--- src/rtl/wb_initiator_pkg.sv ---
// Shared types and constants for the Wishbone classic-cycle initiator.
package wb_initiator_pkg;

  typedef enum logic [1:0] {
    IDLE  = 2'd0,
    WDATA = 2'd1,
    REQ   = 2'd2,
    RESP  = 2'd3
  } state_e;

  localparam int WB_AW = 32;
  localparam int WB_DW = 32;
  localparam logic [WB_AW-1:0] ADR_STEP = 32'd4;

endpackage

--- src/rtl/wb_initiator_timer.sv ---
// Strobe-wait counter: counts cycles while enabled, clears on request, and
// flags the cycle on which the wait reaches TIMEOUT (TIMEOUT = 0 never fires).
module wb_initiator_timer #(
  parameter int TIMEOUT   = 255,
  parameter int TIMEOUT_W = 8
) (
  input  logic clk,
  input  logic rst_n,
  input  logic en_i,
  input  logic clr_i,
  output logic hit_o
);

  localparam bit                   ENABLED = (TIMEOUT != 0);
  localparam logic [TIMEOUT_W-1:0] LIMIT   = ENABLED ? TIMEOUT_W'(TIMEOUT - 1) : '0;

  logic [TIMEOUT_W-1:0] cnt_q;
  logic [TIMEOUT_W-1:0] cnt_d;

  // Next count: clear has priority over counting.
  always_comb begin
    cnt_d = cnt_q;
    if (clr_i) begin
      cnt_d = '0;
    end else if (en_i) begin
      cnt_d = cnt_q + TIMEOUT_W'(1);
    end else begin
      cnt_d = cnt_q;
    end
  end

  // Counter register with synchronous active-low reset.
  always_ff @(posedge clk) begin
    if (!rst_n) begin
      cnt_q <= '0;
    end else begin
      cnt_q <= cnt_d;
    end
  end

  assign hit_o = ENABLED && en_i && (cnt_q == LIMIT);

endmodule

--- src/rtl/wb_initiator.sv ---
// Wishbone classic-cycle initiator: turns a command/write-data stream into
// single or incrementing-burst bus cycles and reports on a response channel.
module wb_initiator
  import wb_initiator_pkg::*;
#(
  parameter int LEN_W     = 8,
  parameter int TIMEOUT   = 255,
  parameter int TIMEOUT_W = 8
) (
  input  logic             io_wbs_clk,
  input  logic             io_wbs_rst_n,
  input  logic             cmd_valid_i,
  output logic             cmd_ready_o,
  input  logic             cmd_we_i,
  input  logic [WB_AW-1:0] cmd_adr_i,
  input  logic [LEN_W-1:0] cmd_len_i,
  input  logic [3:0]       cmd_sel_i,
  input  logic             wdata_valid_i,
  output logic             wdata_ready_o,
  input  logic [WB_DW-1:0] wdata_i,
  output logic             rsp_valid_o,
  input  logic             rsp_ready_i,
  output logic [WB_DW-1:0] rsp_data_o,
  output logic             rsp_last_o,
  output logic             rsp_err_o,
  output logic             busy_o,
  output logic             io_wbm_cyc_o,
  output logic             io_wbm_stb_o,
  output logic             io_wbm_we_o,
  output logic [WB_AW-1:0] io_wbm_adr_o,
  output logic [WB_DW-1:0] io_wbm_datwr_o,
  output logic [3:0]       io_wbm_sel_o,
  input  logic [WB_DW-1:0] io_wbm_datrd_i,
  input  logic             io_wbm_ack_i
);

  state_e             state_q, state_d;
  logic               we_q, we_d;
  logic [WB_AW-1:0]   adr_q, adr_d;
  logic [3:0]         sel_q, sel_d;
  logic [LEN_W-1:0]   cnt_q, cnt_d;
  logic [WB_DW-1:0]   datwr_q, datwr_d;
  logic [WB_DW-1:0]   rsp_data_q, rsp_data_d;
  logic               rsp_last_q, rsp_last_d;
  logic               rsp_err_q, rsp_err_d;
  logic               cyc_q, cyc_d;
  logic               stb_q, stb_d;
  logic               busy_q, busy_d;
  logic               rsp_valid_q, rsp_valid_d;
  logic               wdata_ready_q, wdata_ready_d;
  logic               cmd_ready_q, cmd_ready_d;
  logic               tmr_hit;
  logic               more_beats;

  assign more_beats = (cnt_q != {LEN_W{1'b0}});

  wb_initiator_timer #(
    .TIMEOUT   (TIMEOUT),
    .TIMEOUT_W (TIMEOUT_W)
  ) u_timer (
    .clk   (io_wbs_clk),
    .rst_n (io_wbs_rst_n),
    .en_i  (stb_q),
    .clr_i (!stb_q || io_wbm_ack_i),
    .hit_o (tmr_hit)
  );

  // Next-state and next-output logic; handshake outputs follow the next state.
  always_comb begin
    state_d    = state_q;
    we_d       = we_q;
    adr_d      = adr_q;
    sel_d      = sel_q;
    cnt_d      = cnt_q;
    datwr_d    = datwr_q;
    rsp_data_d = rsp_data_q;
    rsp_last_d = rsp_last_q;
    rsp_err_d  = rsp_err_q;
    cyc_d      = cyc_q;
    busy_d     = busy_q;
    case (state_q)
      IDLE: begin
        if (cmd_valid_i && cmd_ready_q) begin
          we_d       = cmd_we_i;
          adr_d      = cmd_adr_i;
          sel_d      = cmd_sel_i;
          cnt_d      = cmd_len_i;
          cyc_d      = 1'b1;
          busy_d     = 1'b1;
          rsp_err_d  = 1'b0;
          rsp_last_d = 1'b0;
          rsp_data_d = '0;
          state_d    = cmd_we_i ? WDATA : REQ;
        end else begin
          state_d = IDLE;
        end
      end
      WDATA: begin
        if (wdata_valid_i && wdata_ready_q) begin
          datwr_d = wdata_i;
          state_d = REQ;
        end else begin
          state_d = WDATA;
        end
      end
      REQ: begin
        // An ack on the timeout cycle still completes the beat normally.
        if (io_wbm_ack_i && stb_q) begin
          if (!we_q) begin
            rsp_data_d = io_wbm_datrd_i;
            rsp_last_d = !more_beats;
            state_d    = RESP;
          end else if (more_beats) begin
            cnt_d   = cnt_q - LEN_W'(1);
            adr_d   = adr_q + ADR_STEP;
            state_d = WDATA;
          end else begin
            rsp_data_d = '0;
            rsp_last_d = 1'b1;
            state_d    = RESP;
          end
        end else if (tmr_hit) begin
          cyc_d      = 1'b0;
          rsp_err_d  = 1'b1;
          rsp_last_d = 1'b1;
          rsp_data_d = '0;
          state_d    = RESP;
        end else begin
          state_d = REQ;
        end
      end
      RESP: begin
        if (rsp_ready_i && rsp_valid_q) begin
          if (!rsp_err_q && !we_q && more_beats) begin
            cnt_d   = cnt_q - LEN_W'(1);
            adr_d   = adr_q + ADR_STEP;
            state_d = REQ;
          end else begin
            cyc_d   = 1'b0;
            busy_d  = 1'b0;
            state_d = IDLE;
          end
        end else begin
          state_d = RESP;
        end
      end
      default: begin
        state_d = IDLE;
      end
    endcase
    stb_d         = (state_d == REQ);
    rsp_valid_d   = (state_d == RESP);
    wdata_ready_d = (state_d == WDATA);
    cmd_ready_d   = (state_d == IDLE);
  end

  // State and registered outputs; reset aborts any cycle silently.
  always_ff @(posedge io_wbs_clk) begin
    if (!io_wbs_rst_n) begin
      state_q       <= IDLE;
      we_q          <= 1'b0;
      adr_q         <= '0;
      sel_q         <= 4'd0;
      cnt_q         <= '0;
      datwr_q       <= '0;
      rsp_data_q    <= '0;
      rsp_last_q    <= 1'b0;
      rsp_err_q     <= 1'b0;
      cyc_q         <= 1'b0;
      stb_q         <= 1'b0;
      busy_q        <= 1'b0;
      rsp_valid_q   <= 1'b0;
      wdata_ready_q <= 1'b0;
      cmd_ready_q   <= 1'b0;
    end else begin
      state_q       <= state_d;
      we_q          <= we_d;
      adr_q         <= adr_d;
      sel_q         <= sel_d;
      cnt_q         <= cnt_d;
      datwr_q       <= datwr_d;
      rsp_data_q    <= rsp_data_d;
      rsp_last_q    <= rsp_last_d;
      rsp_err_q     <= rsp_err_d;
      cyc_q         <= cyc_d;
      stb_q         <= stb_d;
      busy_q        <= busy_d;
      rsp_valid_q   <= rsp_valid_d;
      wdata_ready_q <= wdata_ready_d;
      cmd_ready_q   <= cmd_ready_d;
    end
  end

  assign cmd_ready_o    = cmd_ready_q;
  assign wdata_ready_o  = wdata_ready_q;
  assign rsp_valid_o    = rsp_valid_q;
  assign rsp_data_o     = rsp_data_q;
  assign rsp_last_o     = rsp_last_q;
  assign rsp_err_o      = rsp_err_q;
  assign busy_o         = busy_q;
  assign io_wbm_cyc_o   = cyc_q;
  assign io_wbm_stb_o   = stb_q;
  assign io_wbm_we_o    = we_q;
  assign io_wbm_adr_o   = adr_q;
  assign io_wbm_datwr_o = datwr_q;
  assign io_wbm_sel_o   = sel_q;

endmodule

--- config.mk ---
export PLATFORM = sky130hd
export DESIGN_NAME = wb_initiator
export DESIGN_NICKNAME = d
export VERILOG_FILES = /design/src/rtl/wb_initiator_pkg.sv /design/src/rtl/wb_initiator_timer.sv /design/src/rtl/wb_initiator.sv
export SDC_FILE = /design/constraint.sdc
export NUM_CORES = 1
export LEC_CHECK = 0
export BUFFER_PORTS_ARGS = -buffer_cell sky130_fd_sc_hd__buf_2
export CAP_MARGIN = 40
export CORE_AREA = 2 2 119 121
export CTS_CLUSTER_SIZE = 14
export DETAILED_ROUTE_END_ITERATION = 10
export DIE_AREA = 0 0 121 123
export GPL_TIMING_DRIVEN = 0
export PLACE_DENSITY = 0.76
export SYNTH_ARGS = -nofsm -noshare
export SYNTH_HDL_FRONTEND = slang
export SYNTH_HIERARCHICAL = 1
export SYNTH_SLANG_ARGS = --single-unit
--- constraint.sdc ---
create_clock -name io_wbs_clk -period 2.22 [get_ports io_wbs_clk]
set_input_delay 0.444 -clock io_wbs_clk [delete_from_list [all_inputs] [get_ports io_wbs_clk]]
set_output_delay 0.444 -clock io_wbs_clk [all_outputs]
set_load 0.02 [all_outputs]
=== After elaboration in Yosys (flattened, before gate mapping) ===
Index checks and enable logic that the tools add are counted.

* Equal/unequal tests: 18
* Multiplexer cells: 45
* Add/sub/neg operators: 3
* Reductions and logical operators: 26
* Bitwise gates (word level): 1

{| class="wikitable"
|+ Operators with widths
! kind !! number
|-
| $mux 32 || 11
|-
| $pmux 32 s3 || 1
|-
| $pmux 32 s2 || 1
|-
| $mux 8 || 6
|-
| $add 32x3->32 const B || 1
|-
| $pmux 8 s3 || 1
|-
| $ne 2x2->1 const B || 9
|-
| $mux 2 || 8
|-
| $mux 1 || 12
|-
| $reduce_and 4->1 || 3
|-
| $add 8x1->8 const B || 1
|-
| $eq 2x2->1 const B || 4
|-
| $eq 8x8->1 const B || 1
|-
| $pmux 2 s4 || 1
|-
| $reduce_bool 8->1 || 1
|-
| $sub 8x1->8 const B || 1
|-
| $logic_and 1x1->1 || 7
|-
| $reduce_and 7->1 || 1
|-
| $pmux 1 s2 || 3
|-
| $reduce_and 6->1 || 1
|-
| $eq 2x1->1 const B || 2
|-
| $logic_not 1->1 || 4
|-
| $logic_not 2->1 || 2
|-
| $ne 4x4->1 const B || 1
|-
| 8 further kinds || 10
|}

* Register bits: 127
* Output and inout bits: 109
* Bits of input ports: 115

=== Depth between registers and ports, before layout ===
* Word-level depth: 7
* Depth in mapped cells: 10
* Gate-level depth less buffers: 9

=== Hierarchy ===
The synthesis kept the hierarchy.

{| class="wikitable"
|+ Modules (own cells, without submodules)
! module !! area an instance (µm²) !! sequential area each (µm²) !! cells an instance !! instances
|-
| wb_initiator || 5659.2 || 2382.3 || 706 || 1
|-
| wb_initiator_timer || 369.1 || 160.2 || 42 || 1
|}

=== Least setup slack after synthesis ===
No wires, ideal clock.

* Path type: flip-flop to flip-flop
* Start: register state_q[0]
* End: register adr_q[2], in the netlist io_wbm_adr_o[2]
* Arrival time: 2.049 ns
* Path slack: 0.080 ns
* Stages on the path, launching flop included: 9
* Required time: 2.129 ns
* Setup time: 0.091 ns
* Clock period less this slack: 2.140 ns
* Cells stage by stage: dfxtp_1 inv_1 ha_1 a21boi_1 or3_1 a221oi_2 buf_4 a21oi_1 a311oi_1

* Longest elaborated chain between the ends: 3

{| class="wikitable"
|+ Ends and longest elaborated chain
! item !! line !! RTL
|-
| from (decl) || wb_initiator.sv:37 || <nowiki>state_e state_q, state_d;</nowiki>
|-
| from (signal assigned) || wb_initiator.sv:176 || <nowiki>state_q <= state_d;</nowiki>
|-
| $eq 2x2->1 or $logic_not 2->1 (tied branches) || wb_initiator.sv:81 || <nowiki>case (state_q)</nowiki>
|-
| $ne 2x2->1 (no source line) or $reduce_bool 3->1 (tied branches) || -- ||
|-
| $reduce_and 7->1 (no source line) || -- ||
|-
| to (signal assigned) || wb_initiator.sv:178 || <nowiki>adr_q <= adr_d;</nowiki>
|-
| to (decl) || wb_initiator.sv:39 || <nowiki>logic [WB_AW-1:0] adr_q, adr_d;</nowiki>
|}

Several ways; a longest one is shown, not always the timed one.
A chain may end at the register's enable or synchronous reset.

=== Worst setup path after layout ===
* Start: register state_q[1]
* End: register adr_q[9], in the netlist io_wbm_adr_o[9]

The elaborated chain is that of the path after synthesis.

==> summary.md <==
| Metric | Value |
|---|---|
| Outcome | finished with violations |
| Failing checks | setup timing |
| Peak VDD IR | 0.557 mV |
| Largest net degree at the start of global routing | 17 |
| IO Pins | 224 |
| Via density | 5.53 |
| IO buf count | around 220 |
| Max Slew Vio Count | 0 |
| Switching power total | 0.00207 W |
| M1 GR Usage | 29.9% |
| Final worst slack | -22.5 ps |
| DR vias | 6633 |
| Total CTS buffers | 17 |
| Core Region | around 0.014 mm^2 |
| Cells after Synth | around 750 |
| Initial antenna violation count | 1 |
| Max Cap Viol | 0 |
| # H-tree levels | 4 |
| Critical Path AT | roughly 2500 ps |
| Fin crit share | 101% |
| Layout cell share with drive strength beyond 1 | 32.8% |
| CTS clk-pin slew, worst paths | 60 ps |
| Hold buffers post-CTS | 0 |
| Reg-to-reg endpoint | io_wbm_adr_o[9] |
| Max FO, Critical Path | 7 |
| Worst-case reg-to-reg path depth | 8 |
| Worst hold path endpoint | io_wbm_datwr_o[28] |
| RR Startpoint | state_q[1] |
| Post-synthesis simple-gate area fraction | 23.9% |
| Switching Fraction | a little under a third |
| Hold Path Origin | wdata_i[28] |
| Worst-Margin Slew | 706 ps |
| Top_reg_cell synth | dfxtp_1 |
| Comb power frac | 20.8% |
| Number of synthesized flops with an enable pin | 0 |
| Synth Register Bits | 127 |
| Adder-Cell Fraction of Synth Area | 2.28% |
| RSZ-0062 raised after global routing | yes |
| Final setup violation count | 2 |
| Final Non-Filler Cells | roughly 1.2k |
| Max Root-Sink Buffers | 2 |
| Cells after DPL | 1152 |
| Area of the multi-input gates | 0.00331 mm^2 |
| Hold path cells | 3 |
| Largest family of logic cells by synthesized area | simple AND/OR/NAND/NOR gates |
| Final Wtd Congestion | between 0.8 and 0.9 |
| CP Class | reg -> reg |
| Final Hold Vio Count | 0 |
| Clock latency on the worst-skew pair | 430 ps |
| Initial Util | ~44% |
| Flip-flop and latch area | about 0.0026 mm^2 |
| Worst setup EP type | flop |
| WL final | about 21 mm |
| Most Crowded Layer GR | met2 |
| Die width | 121 um |
| Die area | 0.0149 mm^2 |
| Most frequent cells in the layout | buf_2 (227), nand2_1 (194), dfxtp_1 (123), a21oi_1 (75), mux2i_1 (35) |
| Final nets | 1133 |
| Clock sink total | 127 |
| DRC Markers | 0 |
| DIE HEIGHT | 123 um |
| Pre-Repair DR Iteration Count | 7 |
| Worst path required time | 2520 ps |
| Sequential power share | 37.6% |
| Fin crit period | ~2200 ps |
| Fill cells | 1197 |
| LEAKAGE | 3.76 nW |
| CTS tree | done |
| Post-Synth XOR/XNOR Area | less than 1% |
| Area grow syn2layout | 38.5% |
| Syn avg cell area | 8.06 um^2 |
| DR WL/cell | 17.2 um |
| Post-synthesis mux area share | 6.14% |
| Vias in the first global route | 5878 |
| Final antenna-violating net count | 0 |
| Clock Skews | roughly 4.9 ps |
| Row Count | 43 |
| Worst reg-to-reg setup slack | -20 ps |
| CP Launch Type | flop |
| Gr ovfl total | 0 |
| Diodes inserted | 0 |
| Global Route Usage Sum | 26.4% |
| Synth Area in Compound Gates | 19.7% |
| Number of distinct library cells after synthesis | 60 |
| F_max | about 450 MHz |
| Root buf cell | clkbuf_16 |
| Yosys warning count | 6 |
| Syn Nets | 874 |
| Worst min path class | in -> reg |
| Seq/Total Area, Yosys | 42.2% |
| HPWL after DPL | 14.4 mm |
| Synth async-reset ratio | 0% |
| First-pass GRT wire length | a little over 30 mm |
| Clock power share | 41.5% |
| Initial drt markers | 746 |
| PD cells | 806 mW/mm^2 |
| Met3 Resource Use GR | a little over a tenth |
| Mapped Area | 0.00603 mm^2 |
| Pint | roughly 0.0047 W |
| Hold WS | about 240 ps |
| Met2 GRT Util | 44.1% |
| Power Total | about 0.0067 W |
| Most common cell after layout, fill and taps aside | buf_2 |
| Worst rel slew slack | 52.9% |
worst max-delay path: stages (launching register included):
cell and delay, ps:
dfxtp_4 380, inv_4 50, ha_4 160, a21boi_4 160, or3_4 410, a221o_2 450
buf_6 180, o211ai_1 200, o31ai_2 100
power groups by stage:
stage	clock [W]	combinational, W	sequential (W)
2_1_floorplan	0	0.000664	0.00264
3_3_place_gp	0	0.00117	0.00256
3_5_place_dp	0	0.00117	0.00257
4_1_cts	0.00280	0.00124	0.00252
5_1_grt	0.00293	0.00149	0.00255
6_report	0.00279	0.00140	0.00253
cell usage after synthesis, drive strengths merged, types with 7 or more instances:
cell type	instances	area, um^2
nor2	35	131
or3	7	45.1
inv	7	26.3
o21ai	26	130
and4	7	61.3
o31a	7	61.3
dfxtp	127	2540
o211ai	12	90.1
clkbuf	38	143
mux2i	37	370
nand4	10	68.8
a21oi	76	380
o31ai	11	82.6
and3	12	75.1
ha	11	138
nand2	195	732
nor3	8	40.0
nand3	27	140
buf	19	145
kinds of logic after synthesis:
group	count (synthesis)
multiplexers	37
buffers and inverters	64
XOR/XNOR	4
AO/OA/AOI/OAI	184
AND/OR/NAND/NOR	321
adder cells (fa/ha/maj)	11
flip-flops	127
per-layer routing:
metal / routed length (um) / share of wire [%]
met1: 8070 / 39
met2: 9760 / 47
met3: 2190 / 11
met4: 561 / 2.7
met5: 13 / 0.063
what timing repair did:
item	CTS	global route
pin swaps	3	11
resized for setup	26	57
setup endpoints to repair	70	74
cloned	0	4
buffers inserted	5	10
state kept, by name, summed over array words and instances, names as in the netlist:
name and cells:
cmd_ready_o 1, io_wbm_cyc_o 1, state_q 2, busy_o 1
wdata_ready_o 1, io_wbm_adr_o 32, io_wbm_we_o 1, io_wbm_stb_o 1
rsp_err_o 1, io_wbm_sel_o 4, rsp_data_o 32, io_wbm_datwr_o 32
rsp_last_o 1, u_timer/cnt_q 8, rsp_valid_o 1, cnt_q 8
stage by stage:
step / setup TNS, ps / area, um^2 / worst slack [ps] / utilization (%)
after floorplan: 0 / 6030 / 80.4 / -
after global placement: -16050 / 7370 / -406 / 54.1
after detailed placement: -16590 / 7370 / -399 / 54.2
after CTS: -54.9 / 8070 / -10.9 / 59.3
after global routing: -451 / 8350 / -61.1 / 61.3
final: -30.7 / 8350 / -22.5 / 61.3
cell type report:
type                       instances  area share, %
clock buffer                      17           5.10
sequential                       127           30.6
clock inverter                    15           1.93
timing repair buffer             243           15.7
buffer                            54           3.97
tap                              180           2.70
inverter                           7          0.375
multi-input combinational        557           39.6
worst max-delay path by stage:
| stage | start | to | depth (start not counted) |
|---|---|---|---|
| after global routing | state_q[1] | io_wbm_adr_o[9] | 8 |
| after global placement | state_q[0] | io_wbm_adr_o[31] | 7 |
| after detailed placement | state_q[0] | io_wbm_adr_o[2] | 8 |
| after floorplan | state_q[0] | io_wbm_adr_o[2] | 8 |
| final | state_q[1] | io_wbm_adr_o[9] | 8 |
| after CTS | state_q[0] | cnt_q[6] | 8 |
Note: power is estimated with default switching activity, not from simulation.
